===== src/rtl/apb3_pkg.sv =====
// Shared APB3 definitions: bus widths, the completer FSM state type and
// the byte-address to word-index helper.
package apb3_pkg;

    localparam int APB3_DATA_W = 32;
    localparam int APB3_ADDR_W = 32;

    typedef enum logic [1:0] {
        IDLE  = 2'd0,
        WAIT  = 2'd1,
        READY = 2'd2
    } apb3_slv_state_t;

    // Full word index of a byte address; callers slice it to their depth.
    function automatic logic [APB3_ADDR_W-3:0] apb3_word_idx(input logic [APB3_ADDR_W-1:0] addr);
        return addr[APB3_ADDR_W-1:2];
    endfunction

endpackage


===== src/rtl/apb3_regfile.sv =====
// DEPTH x 32 register storage: one synchronous write port, one
// asynchronous read port, asynchronous clear on PRESETn.
module apb3_regfile
    import apb3_pkg::*;
#(
    parameter int DEPTH = 16,
    parameter int IDX_W = $clog2(DEPTH)
) (
    input  logic                   PCLK,
    input  logic                   PRESETn,
    input  logic                   we,
    input  logic [IDX_W-1:0]       waddr,
    input  logic [APB3_DATA_W-1:0] wdata,
    input  logic [IDX_W-1:0]       raddr,
    output logic [APB3_DATA_W-1:0] rdata
);

    logic [APB3_DATA_W-1:0] mem_reg [DEPTH];

    // Storage update: clear everything on reset, otherwise one word per write.
    always_ff @(posedge PCLK or negedge PRESETn) begin
        if (!PRESETn) begin
            for (int i = 0; i < DEPTH; i++) begin
                mem_reg[i] <= '0;
            end
        end else if (we) begin
            mem_reg[waddr] <= wdata;
        end
    end

    assign rdata = mem_reg[raddr];

endmodule


===== src/rtl/apb3_slave_regbank.sv =====
// APB3 completer with a word-addressed register bank and WAIT_STATES
// access cycles of PREADY low before each completion.
// Optional feature macro: APB3_SLV_ERR_EN -- when defined, misaligned or
// out-of-range addresses complete with PSLVERR=1, no write and PRDATA=0;
// when undefined, the index simply wraps modulo DEPTH.
module apb3_slave_regbank
    import apb3_pkg::*;
#(
    parameter int DEPTH       = 16,
    parameter int WAIT_STATES = 1
) (
    input  logic                   PCLK,
    input  logic                   PRESETn,
    input  logic                   PSELx,
    input  logic                   PENABLE,
    input  logic                   PWRITE,
    input  logic [APB3_ADDR_W-1:0] PADDR,
    input  logic [APB3_DATA_W-1:0] PWDATA,
    output logic [APB3_DATA_W-1:0] PRDATA,
    output logic                   PREADY,
    output logic                   PSLVERR
);

    localparam int         IDX_W     = $clog2(DEPTH);
    localparam logic [3:0] WAIT_LOAD = 4'(WAIT_STATES);
`ifdef APB3_SLV_ERR_EN
    localparam bit ERR_EN = 1'b1;
`else
    localparam bit ERR_EN = 1'b0;
`endif

    apb3_slv_state_t        state_reg, state_next;
    logic [3:0]             cnt_reg;
    logic [IDX_W-1:0]       idx_reg;
    logic                   err_reg;
    logic                   write_reg;
    logic [APB3_DATA_W-1:0] wdata_reg;
    logic [APB3_DATA_W-1:0] prdata_reg;
    logic                   pready_reg;
    logic                   pslverr_reg;

    logic [APB3_ADDR_W-3:0] word_idx;
    logic                   addr_err;
    logic                   setup;
    logic [IDX_W-1:0]       cur_idx;
    logic                   cur_err;
    logic                   cur_write;
    logic                   reg_we;
    logic [APB3_DATA_W-1:0] rd_data;

    // Request decode; in IDLE the live bus is used so that a zero-wait
    // transfer can fetch read data on the same edge that captures it.
    always_comb begin
        word_idx  = apb3_word_idx(PADDR);
        addr_err  = ERR_EN && ((word_idx >= (APB3_ADDR_W-2)'(DEPTH)) || (PADDR[1:0] != 2'b00));
        setup     = PSELx && !PENABLE;
        cur_idx   = idx_reg;
        cur_err   = err_reg;
        cur_write = write_reg;
        if (state_reg == IDLE) begin
            cur_idx   = word_idx[IDX_W-1:0];
            cur_err   = addr_err;
            cur_write = PWRITE;
        end
    end

    // Next-state and register write strobe.
    always_comb begin
        state_next = state_reg;
        reg_we     = 1'b0;
        case (state_reg)
            IDLE: begin
                if (setup) begin
                    state_next = (WAIT_STATES > 0) ? WAIT : READY;
                end
            end
            WAIT: begin
                if (!PSELx) begin
                    state_next = IDLE;
                end else if (cnt_reg == 4'd1) begin
                    state_next = READY;
                end
            end
            READY: begin
                if (!PSELx) begin
                    state_next = IDLE;
                end else if (PENABLE) begin
                    reg_we     = write_reg && !err_reg;
                    state_next = IDLE;
                end
            end
            default: state_next = IDLE;
        endcase
    end

    // State register.
    always_ff @(posedge PCLK or negedge PRESETn) begin
        if (!PRESETn) begin
            state_reg <= IDLE;
        end else begin
            state_reg <= state_next;
        end
    end

    // Capture the request at setup and count down the wait states.
    always_ff @(posedge PCLK or negedge PRESETn) begin
        if (!PRESETn) begin
            cnt_reg   <= '0;
            idx_reg   <= '0;
            err_reg   <= 1'b0;
            write_reg <= 1'b0;
            wdata_reg <= '0;
        end else if (state_reg == IDLE && setup) begin
            cnt_reg   <= WAIT_LOAD;
            idx_reg   <= word_idx[IDX_W-1:0];
            err_reg   <= addr_err;
            write_reg <= PWRITE;
            wdata_reg <= PWDATA;
        end else if (state_reg == WAIT && cnt_reg != 4'd0) begin
            cnt_reg <= cnt_reg - 4'd1;
        end
    end

    // Registered response: valid in READY only, cleared on leaving it.
    always_ff @(posedge PCLK or negedge PRESETn) begin
        if (!PRESETn) begin
            pready_reg  <= 1'b0;
            pslverr_reg <= 1'b0;
            prdata_reg  <= '0;
        end else begin
            pready_reg  <= (state_next == READY);
            pslverr_reg <= (state_next == READY) && cur_err;
            if (state_next == READY && state_reg != READY) begin
                prdata_reg <= (cur_write || cur_err) ? '0 : rd_data;
            end else if (state_next != READY) begin
                prdata_reg <= '0;
            end
        end
    end

    apb3_regfile #(
        .DEPTH (DEPTH),
        .IDX_W (IDX_W)
    ) u_regfile (
        .PCLK    (PCLK),
        .PRESETn (PRESETn),
        .we      (reg_we),
        .waddr   (idx_reg),
        .wdata   (wdata_reg),
        .raddr   (cur_idx),
        .rdata   (rd_data)
    );

    assign PRDATA  = prdata_reg;
    assign PREADY  = pready_reg;
    assign PSLVERR = pslverr_reg;

endmodule


===== config.mk =====
export PLATFORM = sky130hd
export DESIGN_NAME = apb3_slave_regbank
export DESIGN_NICKNAME = d
export VERILOG_FILES = /design/src/rtl/apb3_pkg.sv /design/src/rtl/apb3_regfile.sv /design/src/rtl/apb3_slave_regbank.sv
export SDC_FILE = /design/constraint.sdc
export NUM_CORES = 1
export LEC_CHECK = 0
export BUFFER_PORTS_ARGS = -buffer_cell sky130_fd_sc_hd__buf_2
export CAP_MARGIN = 0
export CORE_ASPECT_RATIO = 1.75
export CORE_MARGIN = 3
export CORE_UTILIZATION = 34
export CTS_CLUSTER_SIZE = 16
export DETAILED_ROUTE_END_ITERATION = 16
export GPL_TIMING_DRIVEN = 0
export PLACE_DENSITY_LB_ADDON = 0.3
export SLEW_MARGIN = 20
export SYNTH_ARGS = -nofsm -noshare
export SYNTH_HDL_FRONTEND = slang
export SYNTH_SLANG_ARGS = --single-unit

===== constraint.sdc =====
create_clock -name PCLK -period 3.75 [get_ports PCLK]
set_input_delay 0.375 -clock PCLK [delete_from_list [all_inputs] [get_ports PCLK]]
set_output_delay 0.375 -clock PCLK [all_outputs]
set_load 0.05 [all_outputs]

==> impl_results.md, run 1 <==
- Run status: complete, no violations
- Row count: 135
- Synth Area per Inst: 14.7 um2
- Post-synth top area cell: dfrtp_1
- Drt drc: 0
- Max reg flops: a little over 500
- Worst setup EP type: register
- Root Driver: clkbuf_16
- Worst VDD drop: between 0.3 and 0.4 mV
- Die area: 82300 um2
- Total grt overflow: 0
- Max frequency: 0.297 GHz
- Worst Tran Pin Value: 1150 ps
- Fraction of layout cells with a size suffix above 1: 43.6%
- Vias in the first global route: approximately 18000
- CP Data Required Time: roughly 4200 ps
- IO Pins: 103
- Post-route ant nets: 0
- Min-Delay Startpoint: PWRITE
- DP Area: 28600 um2
- Layout Nets: roughly 2000
- Synth cell types: 51
- CTS max path bufs: 3
- Clock sink count: 588
- Top cell by count, worst path: buf_2
- Core Util, Final: 39.5%
- Worst hold path type: in -> reg
- # H-tree levels: 2
- Final hold vios: 0
- Crit. Startpoint: state_reg[0]$_DFF_PN0_
- Die extent in y: 377 um
- Compound-gate portion of the synthesized area: 4.92%
- CTS-repair resized insts: 0
- Unrepaired setup endpoints after global routing: no
- Largest family of logic cells by synthesized area: multiplexers
- Pleak: 14.9 nW
- Mapped Nets: approximately 1900
- Via count: around 16000
- Final WS setup: a little under 400 ps
- Setup skew after layout: between 40 and 50 ps
- Mux share of post-synthesis cell area: 34.8%
- Die width: 218 um
- Final setup violation count: 0
- Hold path depth: 2
- Final period utilization: roughly 90%
- Initial antenna violation count: 0
- Ys async rst share: 100%
- Share of the synthesized area in the top cell type: 54.9%
- EDFF count, synth: 0
- Cell Chain, Critical Path: buf_2, nor2_4, buf_2, mux2i_2, buf_2, mux4_2, a22oi_1, o211ai_1
- Post-Synth Simple-Gate Area: 2.20%
- Total track usage: roughly 18%
- MaxCap Viol Count: 0
- Crit-path max cell delay: 860 ps
- Initial core utilization: 34.5%
- Hold-fix buffers, CTS: 24
- Post-Place Setup Slack: around 320 ps
- Area growth syn-to-layout: 14.7%
- Worst-path fanout max: 10
- Hold WS: about 21 ps
- TritonCTS Buffers: 53
- Worst EP arrival: around 3800 ps
- Largest net degree at the start of global routing: 108
- Xor/xnor cell area share of the yosys netlist: 0.0981%
- Seq/Total Area, Yosys: 54.9%
- Core area: 77700 um2
- Post-CTS Setup Repair Bufs: 0
- DR WL/cell: around 25 um
- Number of synthesized register bits: 588
- Synthesis Warnings: 0
- Fin area: between 30000 and 40000 um2
- Pwr per Cell Area: 535 nW/um2
- CP Launch Type: register
- Diode count: 0
- Non-filler instance count after layout: 3042
- Top cells by area, synth: dfrtp_1 (55%), mux2_2 (24%), mux4_2 (5.4%), mux2i_1 (4.9%), a221o_1 (1.2%)
- Tot Pwr: 16.4 mW
- Clock latency on the worst-skew pair: 620 ps
- Slew HR: between 20% and 30%
- GPL Wtd Cong: 0.850
- Synthesized cell area: 26800 um2
- Worst Setup Path Type: reg -> reg
- Iter 0 DRT Violations: between 1000 and 1500
- Vias per cell: 5.35
- Total wire length: 76200 um
- Slowest CP cell: mux2i_2
- Port Buffers: 72
- Worst reg2reg path startpoint: state_reg[0]$_DFF_PN0_
- Post-synth top flop: dfrtp_1
- Hpwl dp: 51700 um
- R2r worst-path depth: 8
- Drt first pass iters: 6
- Post-Route Setup TNS: 0 ps
- Synth Instances: between 1500 and 2000
- Global-route wire length before repair: roughly 110000 um
- Fin. max-slew vios: 0
- CTS clk-pin slew, worst paths: ~80 ps
- Placed Instances: 2923
- CTS tree: yes
- Synth Area in Adders: 0.0934%
- Filler cells: 7234
- Period minus WS final: 3370 ps
## report_power, final
part           internal, mW  switching [mW]  leakage [nW]
registers              6.76           0.505          8.12
clock network          3.37            2.48         0.916
logic                  1.21            2.11          5.88
total                  11.3            5.09          14.9
## cell usage in the layout (no fill, tap or decap), types with 7 or more instances in the layout
master         instances
mux2_1                22
dfrtp_1              588
nor2_1                10
buf_2                111
o211ai_1              32
a22oi_1               32
dlygate4sd3_1         24
clkinv_2               7
a221o_1               32
clkbuf_1              88
mux2i_1              130
a22o_1                32
o21ai_0               32
mux2_2               559
buf_4                 33
nand2_1               70
mux4_2                64
clkbuf_8              14
clkbuf_16             55
## area by class of cell
class,count,area [um2],share of cell area (%)
flip-flops and latches,588,14700,47.9
multi-input cells,1071,11300,36.8
clock buffers,81,1610,5.25
well taps,1027,1280,4.18
repair buffers,103,783,2.55
plain buffers,156,778,2.53
clock inverters,14,245,0.798
inverters,2,7.51,0.0244
## cells in the mapped netlist, types with 3 or more instances
cell and n:
mux2i_1 130, nand2b_1 6, nor2_1 10, o21ai_0 32, nor2_2 6, buf_1 5
mux2_2 559, buf_6 3, a31o_2 3, buf_4 32, o211ai_1 32, buf_2 40
mux4_2 64, dfrtp_1 588, nor3_1 3, clkbuf_1 76, a221o_1 32, nand2_1 70
a22o_1 32, mux2_1 22, a22oi_1 32
## worst max-delay path: cells and delay by family, from the launching register on
family                 cells  cell delay, ps
AO/OA/AOI/OAI              2             310
multiplexers               2            1240
AND/OR/NAND/NOR            1             260
flip-flops                 1             360
buffers and inverters      3            1050
## final timing paths
kind,slack (ps),end
worst min register to register,490,u_regfile.mem_reg[415]$_DFFE_PN0P_
worst min-delay path,20,write_reg$_DFFE_PN0P_
max in group asynchronous,1280,u_regfile.mem_reg[88]$_DFFE_PN0P_
worst max-delay path,380,PRDATA[27]$_DFFE_PN0P_
min in group asynchronous,190,u_regfile.mem_reg[198]$_DFFE_PN0P_
worst max register to register,380,PRDATA[27]$_DFFE_PN0P_
## metal layers
metal / vias up / track usage [%] / wire, um
met5: - / 0 / 0
met4: 0 / 7.71 / 3260
met3: 173 / 2.61 / 3010
met2: 377 / 34.5 / 41100
met1: 8712 / 20.9 / 28800
li1: 7021 / - / -
## logic make-up (layout without fill, tap and decap cells)
kind of cell               count (synthesis)  count (layout)
buffers and inverters                    158             356
other                                      1               1
adders and majority gates                  2               2
AOI/OAI and AO/OA                        171             171
DFF                                      588             588
muxes                                    777             777
xor gates and xnor gates                   3               3
and+or+nand+nor                          117             117
(Power assumes the default switching activity.)
==> run 2: changes to the inputs <==
--- a/config.mk
+++ b/config.mk
@@ -9,7 +9,7 @@
 export CAP_MARGIN = 0
 export CORE_ASPECT_RATIO = 1.75
 export CORE_MARGIN = 3
-export CORE_UTILIZATION = 34
+export CORE_UTILIZATION = 30
 export CTS_CLUSTER_SIZE = 16
 export DETAILED_ROUTE_END_ITERATION = 16
 export GPL_TIMING_DRIVEN = 0
==> impl_results.md, run 2 (synthesis results as in run 1) <==
- WP buf/inv: 3
- Worst hold path type: in -> reg
- TritonCTS Buffers: 54
- Final hold vios: 0
- CTS clk-pin slew, worst paths: 70 ps
- DR WL/cell: 24.2 um
- Clock latency on the worst-skew pair: just over 600 ps
- Core area: 88300 um2
- Die width: 232 um
- Top cell by count, worst path: buf_2
- Worst VDD drop: roughly 0.35 mV
- Largest net degree at the start of global routing: 105
- Iter 0 DRT Violations: 800
- Max reg flops: 512
- MaxCap Viol Count: 0
- Final WS setup: about 290 ps
- Most frequent cells in the layout: dfrtp_1 (588), mux2_2 (559), mux2i_1 (130)
- Area growth syn-to-layout: 15.8%
- # H-tree levels: 2
- Initial core utilization: 30.3%
- Worst Setup Path Type: reg -> reg
- Worst Tran Pin Value: 1090 ps
- Commonest non-fill, non-tap cell in the layout: dfrtp_1
- DP Area: between 20000 and 30000 um2
- Run status: complete, no violations
- Root Driver: clkbuf_16
- Vias per cell: 5.09
- Unrepaired setup endpoints after global routing: no
- Filler cells: roughly 8600
- Hold path depth: 2
- Crit-path max cell delay: 820 ps
- CP Data Required Time: 4200 ps
- Pwr per Cell Area: 535 nW/um2
- Diode count: 0
- Max frequency: 0.289 GHz
- CTS-repair resized insts: 0
- Slowest CP cell: mux2i_2
- CP Launch Type: register
- IO Pins: 103
- Worst-path fanout max: 10
- Total wire length: a little under 80000 um
- Worst EP arrival: 3910 ps
- R2r worst-path depth: 8
- Pleak: 15.0 nW
- Post-route ant nets: 0
- Layout Nets: 2051
- Drt first pass iters: 5
- Worst setup EP type: register
- Tot Pwr: 16.6 mW
- Fin area: between 30000 and 40000 um2
- Port Buffers: 72
- Drt drc: 0
- CP top delay family: multiplexers
- Cell Chain, Critical Path: buf_2, nor2_4, buf_2, mux2i_2, buf_2, mux4_2, a22oi_1, o211ai_1
- Period minus WS final: 3460 ps
- Initial antenna violation count: 0
- Post-CTS Setup Repair Bufs: 0
- Setup skew after layout: ~34 ps
- Via count: 16300
- Post-Place Setup Slack: 202 ps
- Die extent in y: between 400 and 500 um
- CTS tree: yes
- Final period utilization: 92.3%
- Total grt overflow: 0
- Vias in the first global route: 18100
- GPL Wtd Cong: 0.828
- Slew HR: between 20% and 30%
- Hpwl dp: 53200 um
- Levels on crit path: 8
- Row count: 144
- Final setup violation count: 0
- Die area: 93000 um2
- Clock sink count: 588
- Fin. max-slew vios: 0
- Fraction of layout cells with a size suffix above 1: 43.8%
- Global-route wire length before repair: 116000 um
- Total track usage: 16.6%
- CTS max path bufs: 3
==> run 2: path summary, 6_finish.rpt <==
path,start,endpoint,slack (ps)
max,state_reg[0]$_DFF_PN0_,PRDATA[19]$_DFFE_PN0P_,290
min,PWDATA[12],wdata_reg[12]$_DFFE_PN0P_,40
max reg2reg,state_reg[0]$_DFF_PN0_,PRDATA[19]$_DFFE_PN0P_,290
min reg2reg,u_regfile.mem_reg[98]$_DFFE_PN0P_,u_regfile.mem_reg[98]$_DFFE_PN0P_,480
max in group asynchronous,PRESETn,u_regfile.mem_reg[21]$_DFFE_PN0P_,1400
min in group asynchronous,PRESETn,u_regfile.mem_reg[101]$_DFFE_PN0P_,260
==> run 2: worst reg2reg max path: stages, from the launching register on <==
cell and delay [ps]:
dfrtp_1 360, buf_2 180, nor2_4 260, buf_2 290
mux2i_2 820, buf_2 560, mux4_2 410, a22oi_1 260
o211ai_1 190
==> run 2: through the flow <==
stage	util, %	setup TNS [ps]	hold WS [ps]	instances
3_5_place_dp	32.6	0	331	3064
5_1_grt	35.1	0	18.6	3193
3_3_place_gp	32.4	-5499940	462	3057
6_report	35.1	0	35.1	3193
4_1_cts	35.1	0	5.11	3193
2_1_floorplan	-	0	79.4	1817
==> run 2: area by class of cell <==
| type | count | area [um2] | area share [%] |
|---|---|---|---|
| multi-input combinational | 1071 | 11300 | 36.4 |
| timing repair buffer | 107 | 821 | 2.65 |
| clock inverter | 19 | 283 | 0.912 |
| buffer | 156 | 779 | 2.51 |
| sequential | 588 | 14700 | 47.5 |
| inverter | 2 | 7.51 | 0.0242 |
| tap | 1168 | 1460 | 4.71 |
| clock buffer | 82 | 1650 | 5.32 |
==> run 2: layer usage <==
metal / global-route usage, % / vias to the layer above / routed length, um
li1: - / 7045 / -
met1: 18.8 / 8709 / 29500
met2: 31.1 / 350 / 42000
met3: 2.21 / 162 / 2580
met4: 6.61 / 0 / 3200
met5: 0 / - / 0
==> run 2: power breakdown <==
group          internal (mW)  switching [mW]  total [mW]
clock                   3.46            2.52        5.98
combinational           1.22            2.13        3.34
sequential              6.76           0.513        7.27
==> run 2: timing repair <==
action,CTS,global route
hold endpoints to repair,82,0
hold buffers,28,0
setup endpoints to repair,0,0
